File: config.mk
export PLATFORM = sky130hd
export DESIGN_NAME = sram_fifo_ctrl
export DESIGN_NICKNAME = d
export VERILOG_FILES = /design/src/rtl/sram_pkg.sv /design/src/rtl/out_buf.sv /design/src/rtl/sram_fifo_ctrl.sv
export SDC_FILE = /design/constraint.sdc
export NUM_CORES = 1
export LEC_CHECK = 0
export CAP_MARGIN = 20
export CORE_MARGIN = 2
export CORE_UTILIZATION = 50
export CTS_BUF_LIST = sky130_fd_sc_hd__clkbuf_16
export DETAILED_ROUTE_END_ITERATION = 10
export HOLD_SLACK_MARGIN = 0.06
export PLACE_DENSITY_LB_ADDON = 0.15
export SLEW_MARGIN = 20
export SYNTH_ARGS = -nofsm -noshare
export SYNTH_HDL_FRONTEND = slang
export SYNTH_SLANG_ARGS = --single-unit
File: constraint.sdc
create_clock -name clk -period 3.94 [get_ports clk]
set_clock_uncertainty 0.05 [all_clocks]
set_input_delay 0.788 -clock clk [delete_from_list [all_inputs] [get_ports clk]]
set_output_delay 0.788 -clock clk [all_outputs]
set_load 0.01 [all_outputs]
File: src/rtl/sram_pkg.sv
// Shared widths, depth and port-ownership encoding for the SRAM-backed FIFO.
package sram_pkg;
   localparam int DW    = 8;
   localparam int AW    = 3;
   localparam int DEPTH = 2 ** AW;
   localparam int OBUF  = 3;

   typedef enum logic {
      OP_WRITE = 1'b0,
      OP_READ  = 1'b1
   } op_e;
endpackage

File: src/rtl/out_buf.sv
// Small shift-register output buffer: captures SRAM read data at the tail,
// presents the head, shifts on pop.
module out_buf
   import sram_pkg::*;
#(
   parameter int W = sram_pkg::DW,
   parameter int N = sram_pkg::OBUF
) (
   input  logic         clk,
   input  logic         rst,
   input  logic         capture,
   input  logic [W-1:0] captureData,
   input  logic         pop,
   output logic [1:0]   count,
   output logic [W-1:0] head
);

   logic [N-1:0][W-1:0] bufReg;
   logic [N-1:0][W-1:0] bufNext;
   logic [1:0]          cntReg;
   logic [1:0]          cntNext;
   logic [1:0]          wrIdx;

   // A same-cycle pop frees the slot below the current tail.
   assign wrIdx = pop ? (cntReg - 2'd1) : cntReg;

   genvar gi;
   generate
      for (gi = 0; gi < N; gi++) begin : g_entry
         logic [W-1:0] shiftIn;
         if (gi == N - 1) begin : g_last
            assign shiftIn = '0;
         end else begin : g_mid
            assign shiftIn = bufReg[gi+1];
         end
         assign bufNext[gi] = (capture && wrIdx == 2'(gi)) ? captureData :
                              (pop ? shiftIn : bufReg[gi]);
      end
   endgenerate

   always_comb begin
      cntNext = cntReg;
      if (capture && !pop) begin
         cntNext = cntReg + 2'd1;
      end else if (pop && !capture) begin
         cntNext = cntReg - 2'd1;
      end
   end

   always_ff @(posedge clk or posedge rst) begin
      if (rst) begin
         bufReg <= '0;
         cntReg <= '0;
      end else begin
         bufReg <= bufNext;
         cntReg <= cntNext;
      end
   end

   assign count = cntReg;
   assign head  = bufReg[0];

endmodule

File: src/rtl/sram_fifo_ctrl.sv
// Valid/ready FIFO built on a single-port SRAM; arbitrates the port between
// pushes and read-prefetches that keep the output buffer topped up.
module sram_fifo_ctrl
   import sram_pkg::*;
#(
   parameter int DW   = sram_pkg::DW,
   parameter int AW   = sram_pkg::AW,
   parameter int OBUF = sram_pkg::OBUF
) (
   input  logic          clk,
   input  logic          rst,
   input  logic          in_valid,
   output logic          in_ready,
   input  logic [DW-1:0] in_data,
   output logic          out_valid,
   input  logic          out_ready,
   output logic [DW-1:0] out_data,
   output logic [3:0]    level,
   output logic [DW-1:0] sram_din,
   output logic [AW-1:0] sram_addr,
   output logic          sram_we,
   output logic          sram_rd,
   input  logic [DW-1:0] sram_dout
);

   localparam logic [AW:0] FULL_CNT = (AW + 1)'(2 ** AW);

   logic [AW-1:0] wrPtrReg, wrPtrNext;
   logic [AW-1:0] rdPtrReg, rdPtrNext;
   logic [AW:0]   cntReg, cntNext;
   logic          inflightReg, inflightNext;
   op_e           lastOpReg, lastOpNext;

   logic       rdReq, wrSlot, wrIssue, rdIssue, popEn;
   logic [1:0] bufCnt;

   // Prefetch only while the buffer still has room once in-flight data lands.
   assign rdReq   = (cntReg != '0) && (({1'b0, bufCnt} + {2'b0, inflightReg}) <= 3'd2);
   assign wrSlot  = (cntReg != FULL_CNT) && (!rdReq || lastOpReg == OP_READ);
   assign in_ready = wrSlot && !rst;
   assign wrIssue = in_valid && in_ready;
   assign rdIssue = rdReq && !wrIssue;

   assign sram_we   = wrIssue;
   assign sram_rd   = rdIssue;
   assign sram_addr = wrIssue ? wrPtrReg : rdPtrReg;
   assign sram_din  = wrIssue ? in_data : '0;

   always_comb begin
      wrPtrNext    = wrPtrReg;
      rdPtrNext    = rdPtrReg;
      cntNext      = cntReg;
      lastOpNext   = lastOpReg;
      inflightNext = rdIssue;
      if (wrIssue) begin
         wrPtrNext  = wrPtrReg + AW'(1);
         cntNext    = cntReg + (AW + 1)'(1);
         lastOpNext = OP_WRITE;
      end else if (rdIssue) begin
         rdPtrNext  = rdPtrReg + AW'(1);
         cntNext    = cntReg - (AW + 1)'(1);
         lastOpNext = OP_READ;
      end
   end

   always_ff @(posedge clk or posedge rst) begin
      if (rst) begin
         wrPtrReg    <= '0;
         rdPtrReg    <= '0;
         cntReg      <= '0;
         inflightReg <= 1'b0;
         lastOpReg   <= OP_WRITE;
      end else begin
         wrPtrReg    <= wrPtrNext;
         rdPtrReg    <= rdPtrNext;
         cntReg      <= cntNext;
         inflightReg <= inflightNext;
         lastOpReg   <= lastOpNext;
      end
   end

   assign popEn     = out_valid && out_ready;
   assign out_valid = (bufCnt != 2'd0);

   out_buf #(
      .W (DW),
      .N (OBUF)
   ) u_out_buf (
      .clk         (clk),
      .rst         (rst),
      .capture     (inflightReg),
      .captureData (sram_dout),
      .pop         (popEn),
      .count       (bufCnt),
      .head        (out_data)
   );

   assign level = 4'(cntReg) + 4'(bufCnt) + 4'(inflightReg);

endmodule

After elaboration in Yosys (flattened, before gate mapping). Cells that the tools add are included.

Register bits: 38. Logic and storage cells: 64.

Bitwise gates (word level): 1. Magnitude comparators: 1. Add/subtract/negate cells: 9. Equal/unequal tests: 3. Reductions and logical operators: 26. Multiplexer cells: 15.

Operator list (count): 8-bit two-way mux (7); 2-bit nonzero test (6); 1-bit logical AND (11); 4-bit two-way mux (2); 3-bit by 1-bit adder with 3-bit output (second input constant) (2); 2-bit two-way mux (3); 1-bit logical NOT (5); 4-bit by 1-bit adder with 4-bit output (1); 4-bit by 1-bit adder with 4-bit output (second input constant) (1); 4-bit by 2-bit adder with 4-bit output (1); 4-bit != test (second input constant) (1); 4-bit nonzero test (1); 4-bit by 1-bit subtractor with 4-bit output (second input constant) (1); 2-bit by 1-bit adder with 3-bit output (1); 3-bit by 2-bit <= comparator with 1-bit output (second input constant) (1); 3-bit two-way mux (1); 2-bit by 1-bit adder with 2-bit output (second input constant) (1); 2-bit by 1-bit equality test with 1-bit output (second input constant) (1); 2-bit equality test (second input constant) (1); 2-bit logical NOT (1); 1-bit two-way mux (2); 2-bit AND reduction (1); 2-bit by 1-bit subtractor with 2-bit output (second input constant) (1); 1-bit logical OR (1); 1-bit inverter (1).

Longest topological paths before layout.
Depth after elaboration: 12. Mapped depth: 13.

Modules after synthesis. Synthesis repeated with hierarchy kept, for this count alone.

Cell total of the unflattened synthesis: 184. Area total of the unflattened synthesis: 2306.0 um2.

Modules (own cells, without submodules): out_buf (instances 1, cells an instance 92, area an instance 1351.3 um2); sram_fifo_ctrl (instances 1, cells an instance 92, area an instance 954.7 um2).

Least setup slack after synthesis. No wires, ideal clock.

Path kind: register to register. From: register inflightReg. To: register cntReg[2]. Setup slack: 701 ps. Required time: 3826 ps. Arrival time: 3124 ps. Cell stages (with the launch flop): 13. Buffers on the path: 1. Period minus slack after synthesis: 3239 ps. Setup time: 64 ps. Cells stage by stage: dfrtp_1 -> ha_1 -> inv_1 -> ha_1 -> or3b_4 -> a211oi_4 -> nor3_4 -> buf_6 -> xnor2_1 -> ha_1 -> or4_2 -> o21ai_0 -> a211o_1.

Longest elaborated chain between the ends: 11. Elaborated cells on any way between the ends: 12.

Ends and longest elaborated chain: from (decl) (line sram_fifo_ctrl.sv:31) `logic inflightReg, inflightNext;`; from (signal assigned) (line sram_fifo_ctrl.sv:77) `inflightReg <= inflightNext;`; 2-bit by 1-bit adder with 3-bit output (*) (line sram_fifo_ctrl.sv:38) `assign rdReq = (cntReg != '0) && (({1'b0, bufCnt} + {2'b0, inflightReg}) <= 3'd2);`; 3-bit by 2-bit <= comparator with 1-bit output (*) (line sram_fifo_ctrl.sv:38); 1-bit logical AND (*) (line sram_fifo_ctrl.sv:38); 1-bit logical NOT (*) (line sram_fifo_ctrl.sv:39) `assign wrSlot = (cntReg != FULL_CNT) && (!rdReq || lastOpReg == OP_READ);`; 1-bit logical OR (*) (line sram_fifo_ctrl.sv:39); 1-bit logical AND (*) (line sram_fifo_ctrl.sv:39); 1-bit logical AND (*) (line sram_fifo_ctrl.sv:40) `assign in_ready = wrSlot && !rst;`; 1-bit logical AND (*) (line sram_fifo_ctrl.sv:41) `assign wrIssue = in_valid && in_ready;`; net sram_we (line sram_fifo_ctrl.sv:21) `output logic sram_we,`; 1-bit logical NOT (line sram_fifo_ctrl.sv:42) `assign rdIssue = rdReq && !wrIssue;`; 1-bit logical AND (line sram_fifo_ctrl.sv:42); 2-bit nonzero test (no line); to (signal assigned) (line sram_fifo_ctrl.sv:76) `cntReg <= cntNext;`; to (decl) (line sram_fifo_ctrl.sv:30) `logic [AW:0] cntReg, cntNext;`.

Mark *: on every way through the listed nets, which the timed path passes. The rest lies on a longest branch. A chain may end at the register's enable or synchronous reset.

Final worst setup path.
From: register u_out_buf.cntReg[0], in the netlist u_out_buf.count[0]. To: output port sram_din[7].

Longest elaborated chain between the ends: 9.

Ends and longest elaborated chain: from (decl) (line out_buf.sv:20) `logic [1:0] cntReg;`; from (signal assigned) (line out_buf.sv:56) `cntReg <= cntNext;`; 2-bit by 1-bit adder with 3-bit output (line sram_fifo_ctrl.sv:38); 3-bit by 2-bit <= comparator with 1-bit output (line sram_fifo_ctrl.sv:38); 1-bit logical AND (line sram_fifo_ctrl.sv:38); 1-bit logical NOT (line sram_fifo_ctrl.sv:39); 1-bit logical OR (line sram_fifo_ctrl.sv:39); 1-bit logical AND (line sram_fifo_ctrl.sv:39); 1-bit logical AND (line sram_fifo_ctrl.sv:40); 1-bit logical AND (line sram_fifo_ctrl.sv:41); 8-bit two-way mux (line sram_fifo_ctrl.sv:47) `assign sram_din = wrIssue ? in_data : '0;`; to (decl) (line sram_fifo_ctrl.sv:19) `output logic [DW-1:0] sram_din,`.

Every way passes these cells.

==> flow_metrics.env <==
export IMPL_arrival_ns=2.94
export IMPL_htreeDepth=2
export IMPL_drc=0
export IMPL_fin_tns_setup_ns=0
export IMPL_slowest_delay_ns=0.47
export IMPL_hp_class="reg -> reg"
export IMPL_worstSetupEndpointType="output pin"
export IMPL_antenna_found_initial=0
export IMPL_r2r_start="u_out_buf.count[0]"
export IMPL_drive_above_1_share_pct=14.46
export IMPL_core_region_area_sq_mm=0.004384
export IMPL_finalPower_mw=2.669
export IMPL_nets=281
export IMPL_synth_edf_count=0
export IMPL_rsz0062_at_grt="false"
export IMPL_grt_pass1_vias=1625
export IMPL_fmax_mhz=264.4
export IMPL_die_area_sq_mm=0.005124
export IMPL_peakVddDrop_uv=643.1
export IMPL_final_period_utilization_pct=95.99
export IMPL_cp_common_cell="ha_1"
export IMPL_power_density_mw_per_mm2=901.6
export IMPL_ys_types=43
export IMPL_final_common_cell="clkdlybuf4s50_1"
export IMPL_start_util_pct=52.08
export IMPL_wl_per_cell_um=14.37
export IMPL_io_buffers=46
export IMPL_routed_via_density=5.302
export IMPL_row_count=24
export IMPL_slew_headroom_pct=37.67
export IMPL_p_leak_nw=1.476
export IMPL_syn_to_final_growth_pct=29.64
export IMPL_synth_ff_type="dfrtp_1"
export IMPL_final_max_slew_viol_count=0
export IMPL_fin_crit_ns=3.782
export IMPL_clock_latency_ns=0.28
export IMPL_hold_slack_ns=0.4124
export IMPL_ys_seq_area_share_pct=41.64
export IMPL_path_cells="ha_1 -> inv_1 -> ha_1 -> or3b_4 -> a211oi_4 -> nor3_4 -> buf_4 -> and2_1 -> clkdlybuf4s50_1"
export IMPL_grt_max_degree=22
export IMPL_drt_wl_total_um=4326
export IMPL_post_cts_setup_buffer_count=0
export IMPL_gp_congestion=0.9095
export IMPL_place_hpwl_um=3194
export IMPL_cts_buffers=5
export IMPL_ys_seq_elements=38
export IMPL_cts_root_buf="clkbuf_16"
export IMPL_setup_ws_ns=0.1581
export IMPL_hold_start="wrPtrReg[2]"
export IMPL_grt_pass1_wl_um=7631
export IMPL_status="completed"
export IMPL_pre_cts_ws_ns=0.2196
export IMPL_ios=47
export IMPL_die_h_um=71.58
export IMPL_fin_util_pct=67.52
export IMPL_final_cell_mix="clkdlybuf4s50_1 (46), mux2i_1 (40), dfrtp_1 (38)"
export IMPL_postSynthAreaPerCell_sq_um=11.59
export IMPL_die_w_um=71.58
export IMPL_critPathKind="reg -> out"
export IMPL_diodes=0
export IMPL_cts_resized=0
export IMPL_syn_area_sq_mm=0.002283
export IMPL_cp_startpoint="u_out_buf.count[0]"
export IMPL_hold_buffers=0
export IMPL_routed_via_count=1596
export IMPL_hold_violations=0
export IMPL_yosysWarnings=0
export IMPL_drt_iter0_markers=72
export IMPL_post_dp_cell_area_sq_mm=0.002801
export IMPL_fin_area_sq_mm=0.002960
export IMPL_first_pass_iters=4
export IMPL_cts_path_max_buffers=2
export IMPL_cts_sinks=38
export IMPL_instances_no_fill=301
export IMPL_overflow=0
export IMPL_grt_usage_pct=18.99
export IMPL_cts_tree="done"
export IMPL_placedCellCount=294
export IMPL_worstMarginPinSlew_ns=0.9330
export IMPL_synthCells=197
export IMPL_synth_async_reset_ratio_pct=100.0
export IMPL_critPathLaunchType="register"
export IMPL_drv_cap=0
export IMPL_antenna_left=0
export IMPL_syn_nets=229
export IMPL_crit_required_ns=3.10
export IMPL_cp_slowest_cell="clkdlybuf4s50_1"
export IMPL_critical_path_max_fanout=10
export IMPL_path_clk_slew_ns=0.06
export IMPL_setup_violations_final=0
## cells by family after synthesis
logic type	count (synthesis)	share of synthesized area, %
muxes	46	20.49
AOI/OAI and AO/OA	18	6.741
buffers and inverters	27	5.260
and+or+nand+nor	45	14.08
adders and majority gates	12	7.233
DFF	38	41.64
xor gates and xnor gates	11	4.548
## flip-flops by register name, indices dropped and copies added (netlist names)
signal                     flops
wrPtrReg                       3
u_out_buf.count                2
lastOpReg                      1
u_out_buf.head                 8
cntReg                         4
rdPtrReg                       3
u_out_buf.g_entry.shiftIn     16
inflightReg                    1
## worst max-delay path, delay by kind of cell, from the launching register on
kind	cells	cell delay [ns]
compound gates	1	0.37
fa+ha+maj	2	0.46
buf+inv	3	0.73
flops	1	0.43
simple gates	3	0.68
## layout make-up
class | count | area, sq um
Fill cell | 336 | 1424
Multi-Input combinational cell | 132 | 1212
Sequential cell | 38 | 950.9
Timing Repair Buffer | 50 | 490.5
Clock buffer | 5 | 125.1
Inverter | 22 | 82.58
Tap cell | 52 | 65.06
Clock inverter | 2 | 33.78
## per-layer routing
layer,global-route usage [%],wire [um]
met3,4.782,142
met1,27.06,2115
met2,29.01,2018
met4,5.241,49
met5,0,0
## where the power goes
group	internal, mW	total (mW)	switching [mW]
sequential	0.581	0.758	0.177
clock	0.292	0.436	0.144
combinational	0.789	1.47	0.686
## Yosys cell counts, types with 2 or more instances
| cell | instances | area, sq um |
|---|---|---|
| fa_1 | 2 | 40.04 |
| and3_1 | 2 | 12.51 |
| buf_2 | 3 | 15.01 |
| buf_6 | 2 | 22.52 |
| o21ai_2 | 3 | 26.28 |
| xor2_1 | 6 | 52.55 |
| mux2_2 | 5 | 56.30 |
| ha_1 | 10 | 125.1 |
| o21ai_0 | 6 | 30.03 |
| nor3_1 | 7 | 35.03 |
| mux2i_1 | 40 | 400.4 |
| nor2b_1 | 3 | 18.77 |
| dfrtp_1 | 38 | 950.9 |
| nor2_2 | 2 | 12.51 |
| and2_1 | 9 | 56.30 |
| nand2_1 | 9 | 33.78 |
| xnor2_1 | 4 | 35.03 |
| inv_1 | 21 | 78.83 |
## path summary, 6_finish.rpt
path / endpoint / slack, ns / depth (start not counted)
worst max-delay path: sram_din[7] / 0.16 / 9
max in group asynchronous: u_out_buf.g_entry[0].shiftIn[4] / 2.09 / 3
worst max register to register: cntReg[2] / 0.65 / 11
worst min-delay path: wrPtrReg[2] / 0.41 / 1
min in group asynchronous: lastOpReg / 1.00 / 2
worst min register to register: wrPtrReg[2] / 0.41 / 1
(Power assumes the default switching activity.)
